===== src/rtl/ir_uart_tx.sv =====
// ir_uart_tx: byte FIFO feeding a UART 8N1 serialiser, with end-of-message reporting.
// Define IR_UART_PARITY_EN to insert an even-parity bit between data and stop.
module ir_uart_tx #(
   parameter int CLK_FREQ   = 50000000,
   parameter int BAUD       = 115200,
   parameter int FIFO_DEPTH = 16
) (
   input  logic       clk,
   input  logic       reset,
   input  logic       wr_en,
   input  logic [7:0] wr_data,
   input  logic       frame_end,
   output logic       uart_tx,
   output logic       tx_busy,
   output logic       fifo_empty,
   output logic       fifo_full,
   output logic       overflow,
   output logic       frame_done
);

   localparam int CLKS_PER_BIT = CLK_FREQ / BAUD;
   localparam int AW = $clog2(FIFO_DEPTH);
   localparam int CW = $clog2(CLKS_PER_BIT);
   localparam logic [AW:0]   FULL_CNT = (AW+1)'(FIFO_DEPTH);
   localparam logic [CW-1:0] BAUD_LAST = CW'(CLKS_PER_BIT - 1);

   typedef enum logic [2:0] {IDLE, START, DATA, PARITY, STOP} state_t;

   state_t        state_q, state_d;
   logic [CW-1:0] baud_q, baud_d;
   logic [2:0]    bit_q, bit_d;
   logic [7:0]    shift_q, shift_d;
   logic          tx_q, tx_d;
   logic [AW:0]   wr_ptr_q, wr_ptr_d, rd_ptr_q, rd_ptr_d;
   logic          pending_q, pending_d;
   logic          overflow_q, overflow_d;
   logic [7:0]    mem_q [FIFO_DEPTH];
   logic [AW:0]   count;
   logic          push, pop, bit_end;
`ifdef IR_UART_PARITY_EN
   logic          parity_q, parity_d;
`endif

   // wr_en is a strobe with no ready: a byte offered while full is dropped and flagged.
   assign count      = wr_ptr_q - rd_ptr_q;
   assign fifo_empty = (count == '0);
   assign fifo_full  = (count == FULL_CNT);
   assign push       = wr_en && !fifo_full;
   assign overflow_d = overflow_q | (wr_en & fifo_full);
   assign wr_ptr_d   = push ? wr_ptr_q + (AW+1)'(1) : wr_ptr_q;
   assign rd_ptr_d   = pop ? rd_ptr_q + (AW+1)'(1) : rd_ptr_q;

   assign uart_tx    = tx_q;
   assign tx_busy    = (state_q != IDLE);
   assign overflow   = overflow_q;
   assign frame_done = pending_q && fifo_empty && (state_q == IDLE);
   assign pending_d  = frame_end ? 1'b1 : (frame_done ? 1'b0 : pending_q);
   assign bit_end    = (baud_q == BAUD_LAST);

   // Line level follows the state of the current cycle, so uart_tx lags the FSM by one clock.
   always_comb begin
      state_d = state_q;
      baud_d  = bit_end ? '0 : baud_q + CW'(1);
      bit_d   = bit_q;
      shift_d = shift_q;
      tx_d    = 1'b1;
      pop     = 1'b0;
`ifdef IR_UART_PARITY_EN
      parity_d = parity_q;
`endif
      case (state_q)
         IDLE: begin
            baud_d = '0;
            if (!fifo_empty) begin
               pop     = 1'b1;
               shift_d = mem_q[rd_ptr_q[AW-1:0]];
               bit_d   = '0;
               state_d = START;
`ifdef IR_UART_PARITY_EN
               parity_d = ^mem_q[rd_ptr_q[AW-1:0]];
`endif
            end
         end
         START: begin
            tx_d = 1'b0;
            if (bit_end) state_d = DATA;
         end
         DATA: begin
            tx_d = shift_q[0];
            if (bit_end) begin
               shift_d = shift_q >> 1;
               bit_d   = bit_q + 3'd1;
               if (bit_q == 3'd7) begin
`ifdef IR_UART_PARITY_EN
                  state_d = PARITY;
`else
                  state_d = STOP;
`endif
               end
            end
         end
`ifdef IR_UART_PARITY_EN
         PARITY: begin
            tx_d = parity_q;
            if (bit_end) state_d = STOP;
         end
`endif
         STOP: begin
            tx_d = 1'b1;
            if (bit_end) state_d = IDLE;
         end
         default: state_d = IDLE;
      endcase
   end

   always_ff @(posedge clk or posedge reset) begin
      if (reset) begin
         state_q    <= IDLE;
         baud_q     <= '0;
         bit_q      <= '0;
         shift_q    <= '0;
         tx_q       <= 1'b1;
         wr_ptr_q   <= '0;
         rd_ptr_q   <= '0;
         pending_q  <= 1'b0;
         overflow_q <= 1'b0;
`ifdef IR_UART_PARITY_EN
         parity_q   <= 1'b0;
`endif
      end else begin
         state_q    <= state_d;
         baud_q     <= baud_d;
         bit_q      <= bit_d;
         shift_q    <= shift_d;
         tx_q       <= tx_d;
         wr_ptr_q   <= wr_ptr_d;
         rd_ptr_q   <= rd_ptr_d;
         pending_q  <= pending_d;
         overflow_q <= overflow_d;
`ifdef IR_UART_PARITY_EN
         parity_q   <= parity_d;
`endif
      end
   end

   // Storage is deliberately not reset; pointers alone define the contents.
   always_ff @(posedge clk) begin
      if (push) mem_q[wr_ptr_q[AW-1:0]] <= wr_data;
   end

endmodule


===== config.mk =====
export PLATFORM = sky130hd
export DESIGN_NAME = ir_uart_tx
export DESIGN_NICKNAME = d
export VERILOG_FILES = /design/src/rtl/ir_uart_tx.sv
export SDC_FILE = /design/constraint.sdc
export NUM_CORES = 1
export LEC_CHECK = 0
export ABC_AREA = 0
export BUFFER_PORTS_ARGS = -buffer_cell sky130_fd_sc_hd__buf_2
export CAP_MARGIN = 20
export CORE_MARGIN = 10
export CORE_UTILIZATION = 60
export DETAILED_ROUTE_END_ITERATION = 10
export GPL_TIMING_DRIVEN = 0
export PLACE_DENSITY = 0.77
export SYNTH_ARGS = -nofsm -noshare
export SYNTH_HDL_FRONTEND = slang
export SYNTH_SLANG_ARGS = --single-unit
export TNS_END_PERCENT = 100

===== constraint.sdc =====
create_clock -name clk -period 7.54 [get_ports clk]
set_input_delay 1.885 -clock clk [delete_from_list [all_inputs] [get_ports clk]]
set_output_delay 1.885 -clock clk [all_outputs]
set_load 0.005 [all_outputs]

==> results of run 1 <==
[layer usage]
metal,share of wire,track usage,wire length (um)
met1,0.40,0.212,5410
met2,0.51,0.284,6770
met3,0.060,0.0459,806
met4,0.028,0.0784,380
met5,0,0,0
[worst paths after layout]
check	startpoint	end	cells past startpoint
setup / recovery	rd_ptr_q[2]	fifo_full	8
min in group asynchronous	reset	rd_ptr_q[4]	2
max in group asynchronous	reset	baud_q[3]	3
hold / removal	overflow	overflow	1
hold reg to reg	overflow	overflow	1
setup reg to reg	rd_ptr_q[2]	mem_q[8][0]	9
[final cells by class]
cell class,instances,area [um^2],share of cell area
Sequential cell,164,4750,0.604
Multi-Input combinational cell,237,2060,0.262
Clock buffer,17,425,0.0542
Timing Repair Buffer,31,190,0.0242
Tap cell,143,179,0.0228
Clock inverter,15,121,0.0155
Buffer,16,95.1,0.0121
Inverter,10,37.5,0.00478
[state kept, by name (all words and copies together) (netlist names)]
name and flops:
state_q 3, bit_q 3, shift_q 8, mem_q 128
baud_q 9, rd_ptr_q 5, pending_q 1, wr_ptr_q 5
uart_tx 1, overflow 1
[where the power goes]
part | internal (mW) | total [mW] | switching, mW
Combinational | 0.413 | 0.933 | 0.520
Clock | 0.429 | 0.795 | 0.366
Sequential | 1.12 | 1.20 | 0.0788
Total | 1.96 | 2.93 | 0.965
[critical path: stages (launching register included)]
cell     delay (ps)
dfrtp_1         440
inv_1           150
buf_1           550
ha_1            390
or4_1           540
a211o_1         360
nor3_4          440
buf_2           330
buf_2           170
[metrics by stage]
stage / instance area, um^2 / setup WS (ps) / util / hold WS (ps)
after floorplan: 6920 / 3010 / - / 441
after global placement: 7180 / 2460 / 0.632 / 435
after detailed placement: 7290 / 2340 / 0.641 / 440
after CTS: 7830 / 1860 / 0.689 / 454
after global routing: 7850 / 1680 / 0.691 / 486
final: 7850 / 1860 / 0.691 / 449
[placed cells by master (no fill, tap or decap), drive strengths merged, types with 2 or more instances in the layout]
cell type / instances
ha: 13
nor4: 3
a21o: 4
xnor2: 9
and3: 3
clkbuf: 23
o211ai: 3
o21ai: 13
a32oi: 7
edfxtp: 128
dfrtp: 35
mux2: 9
or2: 2
nor2b: 3
nand2b: 5
clkinv: 5
a21oi: 8
nand3: 4
clkinvlp: 3
mux4: 18
mux2i: 36
a22oi: 15
o21ba: 2
xor2: 6
nor3: 16
or3: 2
nor2: 26
buf: 41
nand2: 21
inv: 17
[cells by family (layout without fill, tap and decap cells)]
| family | count (synthesis) | after routing | synth area share |
|---|---|---|---|
| fa+ha+maj | 13 | 13 | 0.0235 |
| flops | 164 | 164 | 0.686 |
| simple gates | 90 | 90 | 0.0655 |
| xor+xnor | 15 | 15 | 0.0190 |
| compound gates | 56 | 56 | 0.0575 |
| buf+inv | 26 | 89 | 0.0192 |
| mux | 63 | 63 | 0.129 |
==> flow_summary.toml, run 1 <==
[floorplan]
die_height_um = 127
num_io_pins = 18
core_area_um2 = 11400
dieArea_um2 = 16200
die_w_um = 127
num_rows = 39
initial_utilization = 0.608

[power_and_ir_drop]
p_total_mw = 2.93
powerDensity_nw_per_um2 = 373
p_leak_nw = 2.95
peakVddDrop_uv = 250

[synthesis]
synthCells = 427
yosysTopAreaCellShare = 0.556
synthTopCellsByCount = "edfxtp_1 (128), mux2i_1 (36), dfrtp_1 (35), nor2_1 (26), nand2_1 (21)"
avgSynthCellArea_um2 = 16.2
synth_most_common_cell = "edfxtp_1"
synth_warnings = 0
synth_largest_area_cell = "edfxtp_1"
yosysSeqAreaShare = 0.686
syn-cell-area_um2 = 6920
async_reset_ff_frac = 0.220
ys_ff_latch = 164
synthTopCellsByArea = "edfxtp_1 (56%), dfrtp_1 (13%), mux4_2 (5.9%)"
ys.flop_type = "edfxtp_1"
synth.distinct_cells = 49
synth_edf_count = 128
synthesis.nets = 452

[timing]
rsz0062_at_grt = "no"
clock_skew_ps = 7.35
fin_crit_ps = 5680
fmax_ghz = 0.176
setup_viol_count_final = 0
worst_pin_slew_ps = 920
fin_crit_sh = 0.754
hold_viol = 0
finalMaxSlewViolations = 0
setup-tns-final_ps = 0
slew-limit-headroom = 0.386

[outcome]
status = "finished, final reports clean"

[global_route]
grt_use_total = 0.174
grt_max_degree = 24
grt_pass1_wl_um = 21300
grt_pass1_vias = 3902
antenna_found_initial = 0
overflow = 0

[critical_path]
crit_fanout = 10
endpoint_kind = "primary output"
arrival_ps = 3800
worstPathRequired_ps = 5660
start_kind = "flop"
rrSetupSlack_ps = 3720
critPathKind = "flop to primary output"

[route]
first_iter_violations = 337
drc = 0
routedWlPerCell_um = 21.1
via_count = 3873
viasPerCell = 6.12
dr.pass1.iters = 5
ant_nets = 0
wirelength_um = 13400

[clock_tree]
clk_pin_slew_ps = 70
hold_buffers = 0
cts_htree_levels = 4
cts-root-buf = "clkbuf_16"
cts.sink_count = 164
insertion_delay_ps = 430
post_cts_resized = 0
cts_buffers = 17
cts_tree = "built"
clockBufferDepth = 2
post_cts.repair.setup_buffers = 0

[finish]
area_growth_syn_to_layout_pct = 13.5
fill_cells = 743
final_cells = 633
diodes = 0
layout-drive-gt1-share = 0.220
fin_nets = 502

[flow_run]
max_cap_violations = 0

[hold_path]
hold_path.class = "flop to flop"

[place]
placed_cells = 598
port_buffers = 17
dp_hpwl_um = 9040
place_congestion = 0.845
No activity file was read; power rests on OpenSTA's default activity.
==> run 2: changes to the inputs <==
- ABC_AREA: 0 -> 1
- clock period: 7.54 -> 5.4 ns (I/O delays scaled with it)
==> flow_summary.toml, run 2 <==
[place]
placed_cells = 1018
port_buffers = 17
place_congestion = 0.870
dp_hpwl_um = 11700
dp_slack_ps = 1850

[timing]
fin_crit_sh = 0.745
setup-tns-final_ps = 0
finalMaxSlewViolations = 0
fmax_ghz = 0.248
slew-limit-headroom = 0.379
fin_crit_ps = 4030
setup_viol_count_final = 0
hold_viol = 0
setup_ws_ps = 1370
clock_skew_ps = 5.83
worst_pin_slew_ps = 929
rsz0062_at_grt = "no"
hold_ws_ps = 465

[global_route]
antenna_found_initial = 0
grt_max_degree = 25
grt_use_total = 0.200
grt_pass1_vias = 5526
grt_pass1_wl_um = 27700
overflow = 0

[critical_path]
path_buf_inv = 4
reg2reg_from = "rd_ptr_q[1]"
crit_slowest_cell = "dfrtp_1"
endpoint_kind = "primary output"
slowest_delay_ps = 390
ff2ff_path_depth = 14
crit_fanout = 10
critPathKind = "flop to primary output"
start_kind = "flop"
crit_family = "simple AND/OR/NAND/NOR gates"
crit_top_cell = "nand2_1"
worstPathRequired_ps = 4050
r2r-end = "mem_q[11][2]"
cp.depth = 12
crit_end = "frame_done"
startpoint = "rd_ptr_q[1]"
rrSetupSlack_ps = 2120
arrival_ps = 2680
crit_chain = "buf_4, inv_1, buf_2, ha_1, nand2_1, nand2_1, nand2_1, nand3b_2, nor2_8, nand3_4, nor2_1, buf_2"

[synthesis]
synth_most_common_cell = "nand2_1"
yosysTopAreaCellShare = 0.496
syn-cell-area_um2 = 7750
synth_largest_area_cell = "edfxtp_1"
synth_top_family_by_area = "simple AND/OR/NAND/NOR gates"
yosysSeqAreaShare = 0.613
synthAdderAreaFrac = 0.0210
synthMuxAreaShare = 0
synthTopCellsByCount = "nand2_1 (265), inv_1 (129), edfxtp_1 (128), nand3_1 (84), nor2_1 (82)"
synthesis.nets = 853
synth.distinct_cells = 31
synthTopCellsByArea = "edfxtp_1 (50%), nand2_1 (13%), dfrtp_1 (11%)"
synthSimpleGateAreaFrac = 0.250
synth_warnings = 0
synth_compound_area_frac = 0.0173
ys.flop_type = "edfxtp_1"
ys_ff_latch = 164
synth_xor_area_frac = 0.0113
synth_edf_count = 128
avgSynthCellArea_um2 = 9.36
synthCells = 828
async_reset_ff_frac = 0.220

[route]
ant_nets = 0
wirelength_um = 17000
dr.pass1.iters = 5
drc = 0
via_count = 5501
viasPerCell = 5.24
routedWlPerCell_um = 16.2
first_iter_violations = 586

[clock_tree]
post_cts_resized = 0
hold_buffers = 0
clockBufferDepth = 2
cts-root-buf = "clkbuf_16"
post_cts.repair.setup_buffers = 0
cts.sink_count = 164
cts_tree = "built"
cts_buffers = 17
clk_pin_slew_ps = 60
cts_htree_levels = 4
insertion_delay_ps = 440

[outcome]
status = "finished, final reports clean"

[finish]
multi_input_area_um2 = 2320
layout-drive-gt1-share = 0.106
final_cells = 1050
largest_reg_flops = 128
fin_nets = 890
area_growth_syn_to_layout_pct = 11.9
diodes = 0
regArea_um2 = 4750
final_cell_mix = "nand2_1 (265), inv_1 (129), edfxtp_1 (128)"
layout_commonest_cell = "nand2_1"
fill_cells = 986

[floorplan]
num_io_pins = 18
dieArea_um2 = 17900
initial_utilization = 0.614
die_height_um = 134
core_area_um2 = 12600
num_rows = 41
die_w_um = 134

[hold_path]
hold_path.class = "flop to flop"

[power_and_ir_drop]
peakVddDrop_uv = 263
p_total_mw = 3.20
p_leak_nw = 4.03
powerDensity_nw_per_um2 = 369

[flow_run]
max_cap_violations = 0
-- run 2: cell count changes in the layout (fill, tap and decap cells not counted), moves of 7 or more --
cell / change
mux4_2: -18
inv_1: +119
nor2_1: +56
buf_2: +7
mux2i_1: -36
a32oi_1: -7
mux2_4: -7
a22oi_1: -15
nor3_1: -7
buf_4: -7
nand3_1: +80
nand2_1: +244
-- run 2: layer usage --
| metal | vias up | GRT usage | wire length [um] |
|---|---|---|---|
| met5 | - | 0 | 0 |
| met4 | 0 | 0.0992 | 468 |
| li1 | 2686 | - | - |
| met2 | 203 | 0.318 | 8070 |
| met1 | 2581 | 0.257 | 7210 |
| met3 | 31 | 0.0372 | 1290 |
-- run 2: stage by stage --
step	instance area, um^2	utilization
after global placement	8050	0.638
after detailed placement	8080	0.640
after global routing	8670	0.687
final	8670	0.687
after CTS	8670	0.687
after floorplan	7750	-
-- run 2: where the power goes --
part	internal (mW)	switching, mW	total, mW	leakage [nW]
Combinational	0.148	0.327	0.475	2.14
Sequential	1.47	0.0367	1.51	1.60
Clock	0.693	0.524	1.22	0.283
Total	2.32	0.888	3.20	4.03
-- run 2: area by class of cell --
class,count,share of cell area
clock buffer,17,0.0491
timing repair buffer,18,0.0130
clock inverter,15,0.0196
buffer,28,0.0202
inverter,135,0.0584
multi-input combinational,501,0.268
tap,172,0.0248
sequential,164,0.547
-- run 2: cells by family (layout without fill, tap and decap cells) --
group | count (synthesis) | in the layout
buf+inv | 163 | 213
fa+ha+maj | 13 | 13
compound gates | 24 | 24
xor+xnor | 10 | 10
flops | 164 | 164
simple gates | 454 | 454
-- run 2: worst min-delay path by stage --
| stage | start | endpoint | slack [ps] | cells past startpoint |
|---|---|---|---|---|
| 2_1_floorplan | shift_q[0] | shift_q[0] | 450 | 2 |
| 3_3_place_gp | overflow | overflow | 460 | 1 |
| 3_5_place_dp | overflow | overflow | 450 | 1 |
| 4_1_cts | overflow | overflow | 470 | 1 |
| 5_1_grt | shift_q[3] | shift_q[3] | 500 | 2 |
| 6_report | overflow | overflow | 460 | 1 |
==> run 3: changes to the inputs <==
- ABC_AREA: 1 -> 0
- clock period: 5.4 -> 4.1 ns (I/O delays scaled with it)
==> flow_summary.toml, run 3 (synthesis results as in run 1) <==
[timing]
clock_skew_ps = 6.89
finalMaxSlewViolations = 0
fin_crit_ps = 4000
rsz0062_at_grt = "no"
fin_crit_sh = 0.975
hold_ws_ps = 449
hold_viol = 0
slew-limit-headroom = 0.390
worst_pin_slew_ps = 914
setup_viol_count_final = 0
fmax_ghz = 0.250
setup_ws_ps = 103

[finish]
area_growth_syn_to_layout_pct = 13.7
layout-drive-gt1-share = 0.226
final_cell_mix = "edfxtp_1 (128), mux2i_1 (36), dfrtp_1 (35)"
fin_nets = 503
largest_reg_flops = 128
fill_cells = 739
diodes = 0
final_cells = 634
layout_commonest_cell = "edfxtp_1"

[global_route]
grt_pass1_wl_um = 21400
antenna_found_initial = 0
grt_pass1_vias = 3911
overflow = 0
grt_use_total = 0.175
grt_max_degree = 24

[critical_path]
critPathKind = "flop to primary output"
crit_chain = "clkinvlp_4, ha_1, or4_1, a211o_1, nor3_4, buf_2, buf_2"
path_buf_inv = 3
arrival_ps = 2970
crit_fanout = 10
slowest_delay_ps = 550
crit_slowest_cell = "or4_1"
crit_top_cell = "buf_2"
worstPathRequired_ps = 3070
start_kind = "flop"
endpoint_kind = "primary output"
crit_family = "simple AND/OR/NAND/NOR gates"

[clock_tree]
cts_htree_levels = 4
cts_tree = "built"
insertion_delay_ps = 430
cts.sink_count = 164
clockBufferDepth = 2
cts_buffers = 17
clk_pin_slew_ps = 60
cts-root-buf = "clkbuf_16"

[power_and_ir_drop]
p_total_mw = 5.40
p_leak_nw = 2.96
powerDensity_nw_per_um2 = 687
peakVddDrop_uv = 470

[floorplan]
die_height_um = 127
num_rows = 39
num_io_pins = 18
initial_utilization = 0.608
core_area_um2 = 11400
dieArea_um2 = 16200
die_w_um = 127

[route]
via_count = 3888
dr.pass1.iters = 5
viasPerCell = 6.13
drc = 0
first_iter_violations = 382
routedWlPerCell_um = 21.3
wirelength_um = 13500
ant_nets = 0

[hold_path]
hold_path.class = "flop to flop"

[outcome]
status = "finished, final reports clean"

[place]
placed_cells = 598
dp_hpwl_um = 9040
dp_slack_ps = -239
port_buffers = 17
place_congestion = 0.845

[flow_run]
max_cap_violations = 0
run 3: cell types whose count changed in the layout (fill, tap and decap cells not counted), sizes merged, moves of 18 or more:
| cell | before | now |
|---|---|---|
| nand2 | 273 | 21 |
| mux4 | 0 | 18 |
| inv | 140 | 16 |
| nor2 | 85 | 26 |
| nand3 | 85 | 4 |
| mux2i | 0 | 36 |
run 3: layout make-up:
| type | count | area [um^2] | area share |
|---|---|---|---|
| plain buffers | 15 | 91.3 | 0.0116 |
| well taps | 143 | 179 | 0.0227 |
| repair buffers | 33 | 205 | 0.0261 |
| flip-flops and latches | 164 | 4750 | 0.603 |
| inverters | 10 | 41.3 | 0.00525 |
| clock inverters | 15 | 121 | 0.0154 |
| clock buffers | 17 | 425 | 0.0541 |
| multi-input cells | 237 | 2060 | 0.261 |
run 3: layer usage:
| layer | track usage | up-vias | routed length, um |
|---|---|---|---|
| li1 | - | 1760 | - |
| met1 | 0.214 | 1969 | 5420 |
| met2 | 0.293 | 136 | 6960 |
| met3 | 0.0347 | 23 | 857 |
| met4 | 0.0804 | 0 | 291 |
| met5 | 0 | - | 0 |
run 3: power breakdown:
group          leakage (nW)  internal, mW  switching, mW
registers              1.60          2.06          0.148
clock network         0.261         0.788          0.677
logic                  1.10         0.767          0.962
run 3: worst register-to-register path: cells and delay by family, from the launching register on:
family | cells | cell delay [ps]
AOI/OAI and AO/OA | 2 | 410
adders and majority gates | 1 | 320
buffers and inverters | 3 | 580
DFF | 1 | 420
and+or+nand+nor | 4 | 1230
run 3: worst paths after layout:
| kind | from | end | slack [ps] | cells after the start |
|---|---|---|---|---|
| max | rd_ptr_q[2] | fifo_full | 100 | 7 |
| min | overflow | overflow | 450 | 1 |
| max reg2reg | rd_ptr_q[1] | mem_q[3][6] | 850 | 10 |
| min reg2reg | overflow | overflow | 450 | 1 |
| max in group asynchronous | reset | baud_q[3] | 2700 | 3 |
| min in group asynchronous | reset | rd_ptr_q[4] | 780 | 2 |
run 3: repair_timing:
action | in CTS | in global routing
buffers inserted | 2 | 0
setup endpoints to repair | 3 | 0
hold buffers | 0 | 0
resized for setup | 1 | 0
run 3: metrics by stage:
step | TNS (ps) | util | instance area, um^2
after global routing | 0 | 0.692 | 7870
after global placement | -116 | 0.632 | 7180
final | 0 | 0.692 | 7870
after CTS | 0 | 0.690 | 7850
after floorplan | 0 | - | 6920
after detailed placement | -239 | 0.641 | 7290
